`src/rtl/fetch_stage_pkg.sv`:
```
// Shared RV32I fetch constants: reset PC, bubble instruction and instruction field widths.
package fetch_stage_pkg;

    localparam int XLEN       = 32;
    localparam int OPCODE_W   = 7;
    localparam int FUNCT3_W   = 3;
    localparam int FUNCT7_W   = 7;
    localparam int REG_IDX_W  = 5;

    localparam logic [XLEN-1:0] RESET_PC     = 32'h0000_0000;
    localparam logic [XLEN-1:0] BUBBLE_INSTR = 32'h0000_0013;
    localparam logic [XLEN-1:0] PC_STEP      = 32'h0000_0004;

endpackage

```
`src/rtl/fetch_stage_if.sv`:
```
// Fetch-stage bus: hazard controls, redirects, instruction BRAM port and IF/ID outputs.
interface fetch_stage_if
    import fetch_stage_pkg::*;
();

    logic                 StallF;
    logic                 StallD;
    logic                 FlushD;
    logic                 JalD;
    logic [XLEN-1:0]      JalTargetD;
    logic                 BranchE;
    logic [XLEN-1:0]      BranchTargetE;
    logic                 JalrE;
    logic [XLEN-1:0]      JalrTargetE;
    logic [XLEN-1:0]      PCF;
    logic [XLEN-1:0]      ImemRdata;
    logic [XLEN-1:0]      PCD;
    logic [XLEN-1:0]      InstrD;
    logic                 ValidD;
    logic [OPCODE_W-1:0]  OpD;
    logic [FUNCT3_W-1:0]  Fn3D;
    logic [FUNCT7_W-1:0]  Fn7D;
    logic [REG_IDX_W-1:0] Rs1D;
    logic [REG_IDX_W-1:0] Rs2D;
    logic [REG_IDX_W-1:0] RdD;

    modport master (
        input  StallF, StallD, FlushD, JalD, JalTargetD, BranchE, BranchTargetE,
               JalrE, JalrTargetE, ImemRdata,
        output PCF, PCD, InstrD, ValidD, OpD, Fn3D, Fn7D, Rs1D, Rs2D, RdD
    );

    modport slave (
        output StallF, StallD, FlushD, JalD, JalTargetD, BranchE, BranchTargetE,
               JalrE, JalrTargetE, ImemRdata,
        input  PCF, PCD, InstrD, ValidD, OpD, Fn3D, Fn7D, Rs1D, Rs2D, RdD
    );

endinterface

```
`src/rtl/fetch_stage_npc_sel.sv`:
```
// Next-PC selection: JALR over branch over JAL over sequential PC+4 (wraps modulo 2^32).
module fetch_stage_npc_sel
    import fetch_stage_pkg::*;
(
    input  logic [XLEN-1:0] pc,
    input  logic            jalr_en,
    input  logic [XLEN-1:0] jalr_target,
    input  logic            branch_en,
    input  logic [XLEN-1:0] branch_target,
    input  logic            jal_en,
    input  logic [XLEN-1:0] jal_target,
    output logic [XLEN-1:0] npc
);

    // Priority mux; EX redirects are older than the ID jump and so win.
    always_comb begin
        npc = pc + PC_STEP;
        if (jalr_en) begin
            npc = jalr_target;
        end else if (branch_en) begin
            npc = branch_target;
        end else if (jal_en) begin
            npc = jal_target;
        end else begin
            npc = pc + PC_STEP;
        end
    end

endmodule

```
`src/rtl/fetch_stage.sv`:
```
// Fetch stage: PC register, IF/ID register, and the path that hides the BRAM read latency.
module fetch_stage
    import fetch_stage_pkg::*;
#(
    parameter logic [XLEN-1:0] PC_RESET  = RESET_PC,
    parameter logic [XLEN-1:0] NOP_INSTR = BUBBLE_INSTR
) (
    input  logic          clk,
    input  logic          rst,
    fetch_stage_if.master bus
);

    logic [XLEN-1:0] npc_s;
    logic [XLEN-1:0] pc_r;
    logic [XLEN-1:0] pcd_r;
    logic            valid_r;
    logic            flush_r;
    logic            stall_r;
    logic [XLEN-1:0] instr_hold_r;
    logic [XLEN-1:0] instr_s;

    fetch_stage_npc_sel u_npc_sel (
        .pc            (pc_r),
        .jalr_en       (bus.JalrE),
        .jalr_target   (bus.JalrTargetE),
        .branch_en     (bus.BranchE),
        .branch_target (bus.BranchTargetE),
        .jal_en        (bus.JalD),
        .jal_target    (bus.JalTargetD),
        .npc           (npc_s)
    );

    // PC register; a fetch stall overrides every redirect.
    always_ff @(posedge clk or posedge rst) begin
        if (rst) begin
            pc_r <= PC_RESET;
        end else if (!bus.StallF) begin
            pc_r <= npc_s;
        end
    end

    // IF/ID register: flush beats stall, and a flush leaves PCD untouched.
    always_ff @(posedge clk or posedge rst) begin
        if (rst) begin
            pcd_r   <= 32'h0000_0000;
            valid_r <= 1'b0;
        end else if (bus.FlushD) begin
            valid_r <= 1'b0;
        end else if (!bus.StallD) begin
            pcd_r   <= pc_r;
            valid_r <= 1'b1;
        end
    end

    // The BRAM keeps reading the live PC, so the last presented word is replayed while stalled.
    always_ff @(posedge clk or posedge rst) begin
        if (rst) begin
            flush_r      <= 1'b1;
            stall_r      <= 1'b0;
            instr_hold_r <= NOP_INSTR;
        end else begin
            flush_r      <= bus.FlushD;
            stall_r      <= bus.StallD & ~bus.FlushD;
            instr_hold_r <= instr_s;
        end
    end

    always_comb begin
        instr_s = bus.ImemRdata;
        if (flush_r) begin
            instr_s = NOP_INSTR;
        end else if (stall_r) begin
            instr_s = instr_hold_r;
        end else begin
            instr_s = bus.ImemRdata;
        end
    end

    assign bus.PCF    = pc_r;
    assign bus.PCD    = pcd_r;
    assign bus.ValidD = valid_r;
    assign bus.InstrD = instr_s;
    assign bus.OpD    = instr_s[6:0];
    assign bus.RdD    = instr_s[11:7];
    assign bus.Fn3D   = instr_s[14:12];
    assign bus.Rs1D   = instr_s[19:15];
    assign bus.Rs2D   = instr_s[24:20];
    assign bus.Fn7D   = instr_s[31:25];

endmodule
```
`src/flat_wrapper.sv`:
```
// flat-port wrapper written by rule: the top's interface ports become plain ports
module fetch_stage_flat import fetch_stage_pkg::*;
#(
    parameter logic [XLEN-1:0] PC_RESET  = RESET_PC,
    parameter logic [XLEN-1:0] NOP_INSTR = BUBBLE_INSTR
)
  (clk, rst, bus_StallF, bus_StallD, bus_FlushD, bus_JalD, bus_JalTargetD, bus_BranchE, bus_BranchTargetE, bus_JalrE, bus_JalrTargetE, bus_ImemRdata, bus_PCF, bus_PCD, bus_InstrD, bus_ValidD, bus_OpD, bus_Fn3D, bus_Fn7D, bus_Rs1D, bus_Rs2D, bus_RdD);
  fetch_stage_if bus_i ();
  input  logic clk;
  input  logic rst;
  input wire logic [$bits(bus_i.StallF)-1:0] bus_StallF;
  input wire logic [$bits(bus_i.StallD)-1:0] bus_StallD;
  input wire logic [$bits(bus_i.FlushD)-1:0] bus_FlushD;
  input wire logic [$bits(bus_i.JalD)-1:0] bus_JalD;
  input wire logic [$bits(bus_i.JalTargetD)-1:0] bus_JalTargetD;
  input wire logic [$bits(bus_i.BranchE)-1:0] bus_BranchE;
  input wire logic [$bits(bus_i.BranchTargetE)-1:0] bus_BranchTargetE;
  input wire logic [$bits(bus_i.JalrE)-1:0] bus_JalrE;
  input wire logic [$bits(bus_i.JalrTargetE)-1:0] bus_JalrTargetE;
  input wire logic [$bits(bus_i.ImemRdata)-1:0] bus_ImemRdata;
  output wire logic [$bits(bus_i.PCF)-1:0] bus_PCF;
  output wire logic [$bits(bus_i.PCD)-1:0] bus_PCD;
  output wire logic [$bits(bus_i.InstrD)-1:0] bus_InstrD;
  output wire logic [$bits(bus_i.ValidD)-1:0] bus_ValidD;
  output wire logic [$bits(bus_i.OpD)-1:0] bus_OpD;
  output wire logic [$bits(bus_i.Fn3D)-1:0] bus_Fn3D;
  output wire logic [$bits(bus_i.Fn7D)-1:0] bus_Fn7D;
  output wire logic [$bits(bus_i.Rs1D)-1:0] bus_Rs1D;
  output wire logic [$bits(bus_i.Rs2D)-1:0] bus_Rs2D;
  output wire logic [$bits(bus_i.RdD)-1:0] bus_RdD;
  assign bus_i.StallF = bus_StallF;
  assign bus_i.StallD = bus_StallD;
  assign bus_i.FlushD = bus_FlushD;
  assign bus_i.JalD = bus_JalD;
  assign bus_i.JalTargetD = bus_JalTargetD;
  assign bus_i.BranchE = bus_BranchE;
  assign bus_i.BranchTargetE = bus_BranchTargetE;
  assign bus_i.JalrE = bus_JalrE;
  assign bus_i.JalrTargetE = bus_JalrTargetE;
  assign bus_i.ImemRdata = bus_ImemRdata;
  assign bus_PCF = bus_i.PCF;
  assign bus_PCD = bus_i.PCD;
  assign bus_InstrD = bus_i.InstrD;
  assign bus_ValidD = bus_i.ValidD;
  assign bus_OpD = bus_i.OpD;
  assign bus_Fn3D = bus_i.Fn3D;
  assign bus_Fn7D = bus_i.Fn7D;
  assign bus_Rs1D = bus_i.Rs1D;
  assign bus_Rs2D = bus_i.Rs2D;
  assign bus_RdD = bus_i.RdD;
  fetch_stage #(.PC_RESET(PC_RESET), .NOP_INSTR(NOP_INSTR)) u_core (.clk(clk), .rst(rst), .bus(bus_i));
endmodule
```
`config.mk`:
```
export PLATFORM = sky130hd
export DESIGN_NAME = fetch_stage_flat
export DESIGN_NICKNAME = d
export VERILOG_FILES = /design/src/rtl/fetch_stage_pkg.sv /design/src/rtl/fetch_stage_if.sv /design/src/rtl/fetch_stage_npc_sel.sv /design/src/rtl/fetch_stage.sv /design/src/flat_wrapper.sv
export SDC_FILE = /design/constraint.sdc
export NUM_CORES = 1
export LEC_CHECK = 0
export CAP_MARGIN = 20
export CORE_MARGIN = 10
export CORE_UTILIZATION = 64
export DETAILED_ROUTE_END_ITERATION = 10
export DONT_BUFFER_PORTS = 1
export PLACE_DENSITY = 0.8
export SKIP_LAST_GASP = 1
export SLEW_MARGIN = 20
export SYNTH_ARGS = -nofsm -noshare
export SYNTH_HDL_FRONTEND = slang
export SYNTH_SLANG_ARGS = --single-unit
```
`constraint.sdc`:
```
create_clock -name clk -period 3.7 [get_ports clk]
set_input_delay 0.74 -clock clk [delete_from_list [all_inputs] [get_ports clk]]
set_output_delay 0.74 -clock clk [all_outputs]
set_load 0.02 [all_outputs]
```
==> impl_metrics.toml, run 1 <==
[timing]
maxSlewViolCount = 0
skew_ns = 0.00662
hold_ws_ns = 0.368
fin_setup_tns_ns = 0
hold_viol_final = 0
grt_setup_unrepaired = "false"
max_slew_margin_pct = 34.2
finalSetupViolations = 0
worst_pin_slew_ns = 0.987
fin_crit_ns = 3.09
max_clock_freq_mhz = 324
fin_crit_sh_pct = 83.5

[setup_path]
critPathSlowestCell = "dfrtp_1"
max_stage_delay_ns = 0.76
cp_num_buf_inv = 1
crit_arrival_ns = 2.35
end_kind = "output pin"
start_kind = "flip-flop"
path_max_fanout = 23
required_ns = 2.96
critical_path_class = "flip-flop to output pin"
crit_chain = "buf_4, mux2i_1, nor2_1"
critPathTopFamily = "flip-flops"

[routing]
routedWlPerCell_um = 26.7
dr.pass1.iters = 5
drc = 0
drt_iter0_markers = 385
wl_mm = 16.2
ant_nets = 0
avgViaCountPerCell = 7.06
route.vias.total = 4294

[die]
io_pins = 265
start_util_pct = 66.4
die_w_um = 113
core_area_um2 = 8300
fp.dieH_um = 113
die_area_um2 = 12700
core.rowCount = 33

[placed_design]
dp_hpwl_mm = 12.0
io_buffers = 0
place_congestion = 0.834

[pwr]
p_leak_nw = 2.24
ir_worst_vdd_uv = 299
p_per_area_nw_per_um2 = 490

[final_layout]
syn2layout_area_growth_pct = -0.318
drive_above_1_share_pct = 13.8
fin_nets = 633
nFillCells = 655
utilization_pct = 66.2

[global_routing]
grt_pass1_wl_mm = 24.8
grt_overflow_total = 0
antenna_found_initial = 2
grt_max_degree = 81
first_global_vias = 4309
grt_usage_pct = 24.0

[clock_network]
cts_root_buf = "clkbuf_8"
clockBufferDepth = 2
post-cts-setup-buffers = 0
ctsResizeCount = 0
cts_buffers = 9
clkTransAtPathRegs_ns = 0.10
ctsHoldBuffers = 0
clk_latency_ns = 0.36
cts_tree = "built"
cts_max_level = 3
clock-sinks = 99

[synthesis]
syn_inst = 553
yosysUniqueCellTypes = 57
synth_edf_count = 0
synth_top_area_cell = "dfrtp_1"
synth_top_area_share_pct = 43.1
synth_ff_type = "dfrtp_1"
synth_nets = 690
syn-mean-instance-area_um2 = 9.97
seq_area_frac_synth_pct = 45.0
netlist_area_um2 = 5510
ys_ff_latch = 99
yosys-top-cells-area = "dfrtp_1 (43%), mux2_2 (6.5%), mux2i_1 (5.8%)"
yosysWarnings = 0
postSynth.asyncResetShare_pct = 100

[flow_run]
maxCapViolations = 0

[run_status]
status = "finished clean"

[hold_path]
hp-class = "primary input to flip-flop"
-- layer usage --
metal	track usage (%)	wire length, um	vias up
li1	-	-	1891
met1	26.0	5700	2118
met2	41.9	8420	264
met3	10.2	1910	21
met4	6.26	216	0
met5	0	0	-
-- synth_stat cells (5+ instances only) --
master     n
nand2_1   17
a211oi_1   5
nor2b_1   26
dfrtp_1   95
a21oi_1   20
nor2_1    58
a221o_1    7
clkbuf_1  27
nand3_1   14
mux2_2    32
o31a_1     8
nor3_1    16
inv_1     20
o31ai_1   14
nand4_1   10
buf_2      9
mux2i_1   32
o21ai_0   23
a221oi_1  19
buf_4     32
-- final timing paths --
kind                                   start                  to  slack (ns)  cells after the start
max                           u_core.stall_r      bus_InstrD[14]        0.61                      3
max reg2reg                u_core.bus.PCF[2]  u_core.bus.PCF[24]        1.07                      6
min reg2reg                u_core.bus.ValidD   u_core.bus.ValidD        0.65                      2
min                               bus_FlushD      u_core.flush_r        0.37                      0
max in group asynchronous                rst  u_core.bus.PCD[30]        2.40                      2
min in group asynchronous                rst  u_core.bus.PCD[15]        0.48                      1
-- placed cells by master, fill, tap and decap left out, types with 9 or more instances in the layout --
cell type  count
dfrtp_1       95
nor2_1        57
mux2_2        32
mux2i_1       32
nor2b_1       25
o21ai_0       23
a21oi_1       20
inv_1         19
a221oi_1      19
nand2_1       17
nor3_1        16
nand3_1       14
o31ai_1       14
nand4_1       10
clkbuf_8       9
-- state kept, by name, indices dropped and copies added, names as in the netlist --
| name | cells |
|---|---|
| u_core.bus.ValidD | 1 |
| u_core.instr_hold_r | 32 |
| u_core.bus.PCD | 32 |
| u_core.flush_r | 1 |
| u_core.bus.PCF | 32 |
| u_core.stall_r | 1 |
-- cell type report --
cell class	count	area (um2)	share of cell area (%)
Clock inverter	6	72.6	1.32
Inverter	20	77.6	1.41
Timing Repair Buffer	4	30.0	0.547
Tap cell	105	131	2.39
Multi-Input combinational cell	362	2570	46.7
Antenna cell	2	5.00	0.0911
Sequential cell	99	2480	45.2
Clock buffer	10	128	2.32
-- through the flow --
stage | instances | total power (W) | cell area (um2) | setup WS [ns]
5_1_grt | 608 | 0.00281 | 5490 | 0.482
2_1_floorplan | 553 | 0.00193 | 5510 | 0.376
4_1_cts | 606 | 0.00271 | 5480 | 0.574
3_5_place_dp | 590 | 0.00201 | 5280 | 0.999
3_3_place_gp | 590 | 0.00198 | 5280 | 1.05
6_report | 608 | 0.00269 | 5490 | 0.611
-- power by group --
part	total [W]	internal, W	switching (W)
Sequential	0.00157	0.00123	0.000346
Clock	0.000712	0.000320	0.000392
Combinational	0.000409	0.000174	0.000235
-- kinds of logic after synthesis --
group           Yosys count  share of synthesized area, %
mux                      64                          12.3
xor+xnor                  2                         0.318
simple gates            159                          15.0
buf+inv                  92                          8.65
flops                    99                          45.0
fa+ha+maj                 1                         0.227
compound gates          136                          18.4
(Power assumes the default switching activity.)
==> run 2: changes to the inputs <==
- clock period: 3.7 -> 3.2 ns (I/O delays scaled with it)
==> run 2 against run 1 <==
  * Register-to-register slack lost 0.36 ns
  * Clock power grew 25%
  * Critical path depth is the same
  * Combinational power grew 20%
  * Routed wire length grew 0.68%
  * Die area is the same
  * Clock-buffer cell count is the same
  * Hold slack lost 0.15 ns
==> impl_metrics.toml, run 2 (synthesis results as in run 1) <==
[routing]
drt-met1-wl_mm = 5.95
drc = 0
routedWlPerCell_um = 26.4
dr.pass1.iters = 7
route.met2.wl_mm = 8.24
drt_iter0_markers = 395
ant_nets = 0
wl_mm = 16.4
highest_layer = "met4"
avgViaCountPerCell = 7.01
route.vias.total = 4337
wl_met3_mm = 1.89

[final_layout]
final_common_cell = "dfrtp_1"
seqCellArea_um2 = 2480
nFillCells = 627
utilization_pct = 67.5
layout_common_cells = "dfrtp_1 (95), nor2_1 (57), mux2_2 (32), mux2i_1 (32), nor2b_1 (25)"
drive_above_1_share_pct = 15.6
syn2layout_area_growth_pct = 1.61
fin_nets = 644
fin_area_um2 = 5600
multi_input_area_um2 = 2560

[global_routing]
grt_usage_pct = 24.1
grt_overflow_total = 0
grt_pass1_wl_mm = 25.0
grt_max_degree = 70
antenna_found_initial = 1
first_global_vias = 4352

[die]
core_area_um2 = 8300
die_w_um = 113
fp.dieH_um = 113
start_util_pct = 66.4
io_pins = 265
core.rowCount = 33
die_area_um2 = 12700

[timing]
max_clock_freq_mhz = 385
max_slew_margin_pct = 35.3
maxSlewViolCount = 0
grt_setup_unrepaired = "false"
fin_setup_tns_ns = 0
fin_crit_ns = 2.60
worst_pin_slew_ns = 0.968
finalSetupViolations = 0
fin_crit_sh_pct = 81.3
skew_ns = 0.0170
hold_viol_final = 0
setup_slack_ns = 0.600

[clock_network]
post-cts-setup-buffers = 0
clkTransAtPathRegs_ns = 0.10
ctsResizeCount = 0
clock-sinks = 99
cts_max_level = 3
cts_tree = "built"
clk_latency_ns = 0.37
ctsHoldBuffers = 0
clockBufferDepth = 2
cts_root_buf = "clkbuf_8"
cts_buffers = 9

[setup_path]
path_max_fanout = 35
crit_arrival_ns = 1.96
end_kind = "output pin"
required_ns = 2.56
start_kind = "flip-flop"
critical_path_class = "flip-flop to output pin"

[placed_design]
place_congestion = 0.870
dp_hpwl_mm = 12.2
io_buffers = 0
dpl_cell_area_um2 = 5380
post-place-ws_ns = 0.763

[pwr]
power.total_w = 0.00319
p_per_area_nw_per_um2 = 570
ir_worst_vdd_uv = 322
p_leak_nw = 2.31

[run_status]
status = "finished clean"

[flow_run]
maxCapViolations = 0

[hold_path]
hp-class = "primary input to async pin"
run 2: worst max-delay path: stages, from the launching register on:
cell and delay, ns:
dfrtp_1 0.33, buf_4 0.43, mux2i_1 0.16, nor2_1 0.68
run 2: per-layer routing:
| layer | vias to the layer above | global-route usage [%] |
|---|---|---|
| met5 | - | 0 |
| met4 | 0 | 6.18 |
| met3 | 24 | 9.56 |
| met2 | 269 | 40.2 |
| met1 | 2136 | 28.2 |
| li1 | 1908 | - |
run 2: through the flow:
step	hold WS, ns	cells
global placement	0.524	601
CTS	0.234	617
finish	0.221	619
detailed placement	0.545	601
floorplan	0.600	553
global route	0.246	618
run 2: where the power goes:
group	internal [W]	switching, W	total, W
clock network	0.000445	0.000445	0.000889
registers	0.00142	0.000395	0.00181
logic	0.000213	0.000278	0.000491
run 2: cell type report:
cell class                      count  share of cell area [%]
Multi-Input combinational cell    362                    45.8
Sequential cell                    99                    44.3
Tap cell                          105                    2.35
Clock buffer                       10                    2.28
Timing Repair Buffer               15                    2.23
Clock inverter                      6                    1.56
Inverter                           20                    1.41
Antenna cell                        2                  0.0894
run 2: final timing paths:
check | slack, ns | startpoint | endpoint | depth (start not counted)
setup / recovery | 0.60 | u_core.stall_r | bus_InstrD[7] | 3
hold / removal | 0.22 | rst | u_core.instr_hold_r[6] | 1
setup reg to reg | 0.71 | u_core.bus.PCF[2] | u_core.bus.PCF[24] | 6
hold reg to reg | 0.56 | u_core.instr_hold_r[12] | u_core.instr_hold_r[12] | 2
max in group asynchronous | 2.18 | rst | u_core.bus.PCF[10] | 2
min in group clk | 0.28 | bus_FlushD | u_core.flush_r | 0
==> run 3: changes to the inputs <==
- CORE_UTILIZATION: 64 -> 58
- PLACE_DENSITY: 0.8 -> 0.76
- clock period: 3.2 -> 2.3 ns (I/O delays scaled with it)
==> run 3 against run 2 <==
  * Flip-flop and latch count unchanged
  * Final area is 5.0% higher
  * Clock skew up 0.0034 ns
  * Total power rose by 41%
  * Core utilization shrank 3.8 points
  * Sequential power grew 34%
  * Sequential share of layout area decreased by 2.0 points
  * Via count increased by 1.7%
  * Cell count is 8.2% higher
  * Setup slack lost 0.54 ns
  * First-iteration DRC count decreased by 5.8%
==> impl_metrics.toml, run 3 (synthesis results as in run 1) <==
[global_routing]
first_global_vias = 4592
grt_max_degree = 65
grt_usage_pct = 23.8
grt_pass1_wl_mm = 26.9
grt_overflow_total = 0
antenna_found_initial = 2

[die]
core.rowCount = 35
start_util_pct = 59.6
die_w_um = 117
io_pins = 265
fp.dieH_um = 117
core_area_um2 = 9240
die_area_um2 = 13800

[routing]
routedWlPerCell_um = 25.3
avgViaCountPerCell = 6.58
drt_iter0_markers = 372
wl_mm = 16.9
drc = 0
route.vias.total = 4409
dr.pass1.iters = 7
ant_nets = 0

[pwr]
p_per_area_nw_per_um2 = 768
pwr-share-clk_pct = 27.2
p_leak_nw = 2.46
p_comb_share_pct = 18.9
p_sw_w = 0.00165
p_int_w = 0.00287
ir_worst_vdd_uv = 402
power.total_w = 0.00452
seq_power_share_pct = 53.9
swShare_pct = 36.5

[timing]
max_slew_margin_pct = 45.1
hold_viol_final = 0
fin_crit_sh_pct = 97.3
worst_pin_slew_ns = 0.822
setup_slack_ns = 0.0622
hold_ws_ns = 0.0853
maxSlewViolCount = 0
skew_ns = 0.0204
fin_crit_ns = 2.24
max_clock_freq_mhz = 447
grt_setup_unrepaired = "true"
finalSetupViolations = 0

[placed_design]
post-place-ws_ns = 0.231
dp_hpwl_mm = 12.7
place_congestion = 0.864
dpl_cell_area_um2 = 5650
io_buffers = 0

[final_layout]
multi_input_area_um2 = 2570
seqCellArea_um2 = 2490
nFillCells = 742
layout_common_cells = "dfrtp_1 (95), nor2_1 (53), buf_4 (38)"
final_common_cell = "dfrtp_1"
syn2layout_area_growth_pct = 6.70
fin_area_um2 = 5880
fin_nets = 671
drive_above_1_share_pct = 20.8

[setup_path]
startpoint = "u_core.stall_r"
timing.rr.end = "u_core.bus.PCF[30]"
crit_arrival_ns = 1.78
path_max_fanout = 35
required_ns = 1.84
r2r_start = "u_core.bus.PCF[2]"
end_kind = "output pin"
critical_path_class = "flip-flop to output pin"
r2r_setup_slack_ns = 0.23
ff2ff_path_depth = 6
start_kind = "flip-flop"

[clock_network]
clkTransAtPathRegs_ns = 0.12
cts_max_level = 3
cts_buffers = 9
clockBufferDepth = 2
cts_root_buf = "clkbuf_8"
cts_tree = "built"
clk_latency_ns = 0.37
ctsResizeCount = 1
post-cts-setup-buffers = 0
ctsHoldBuffers = 0
clock-sinks = 99

[run_status]
status = "finished clean"

[hold_path]
hp-class = "primary input to async pin"

[flow_run]
maxCapViolations = 0
-- run 3: cell count changes in the layout (fill, tap and decap cells not counted), sizes merged --
cell / delta
bufinv: -1
buf: +27
clkbuf: -1
inv: +4
clkinv: -2
-- run 3: how the worst max path moves through the flow --
stage                    endpoint  cells past startpoint
6_report           bus_InstrD[23]                      4
5_1_grt            bus_InstrD[23]                      4
4_1_cts            bus_InstrD[25]                      3
3_5_place_dp   u_core.bus.PCF[27]                      5
3_3_place_gp   u_core.bus.PCF[30]                      5
2_1_floorplan      bus_InstrD[12]                      5
-- run 3: area by class of cell --
class | count | share of cell area [%]
timing repair buffer | 42 | 6.21
antenna | 2 | 0.0851
clock buffer | 9 | 2.11
inverter | 20 | 1.34
clock inverter | 7 | 1.49
multi-input combinational | 362 | 43.7
sequential | 99 | 42.3
tap | 129 | 2.74
-- run 3: worst max-delay path, stage by stage (launching register included) --
cell	delay, ns
dfrtp_1	0.41
buf_12	0.19
mux2i_1	0.14
nor2_1	0.42
buf_4	0.24
-- run 3: power by group through the flow --
stage / clock, W / combinational (W) / sequential, W
finish: 0.00123 / 0.000855 / 0.00243
global route: 0.00130 / 0.000941 / 0.00248
CTS: 0.00124 / 0.000859 / 0.00244
detailed placement: 0 / 0.000858 / 0.00247
global placement: 0 / 0.000832 / 0.00246
floorplan: 0 / 0.000680 / 0.00242
-- run 3: metrics by stage --
stage,setup TNS (ns),utilization [%],std cells
finish,0,63.6,670
global route,-0.0314,63.6,669
CTS,0,63.5,668
detailed placement,0,61.2,652
global placement,0,61.2,652
floorplan,0,-,553
-- run 3: layer usage --
layer / routed length [um] / track usage [%] / vias up
met1: 6350 / 27.7 / 2159
met5: 0 / 0 / -
li1: - / - / 1962
met2: 8560 / 40.2 / 269
met3: 1830 / 9.11 / 19
met4: 197 / 5.56 / 0
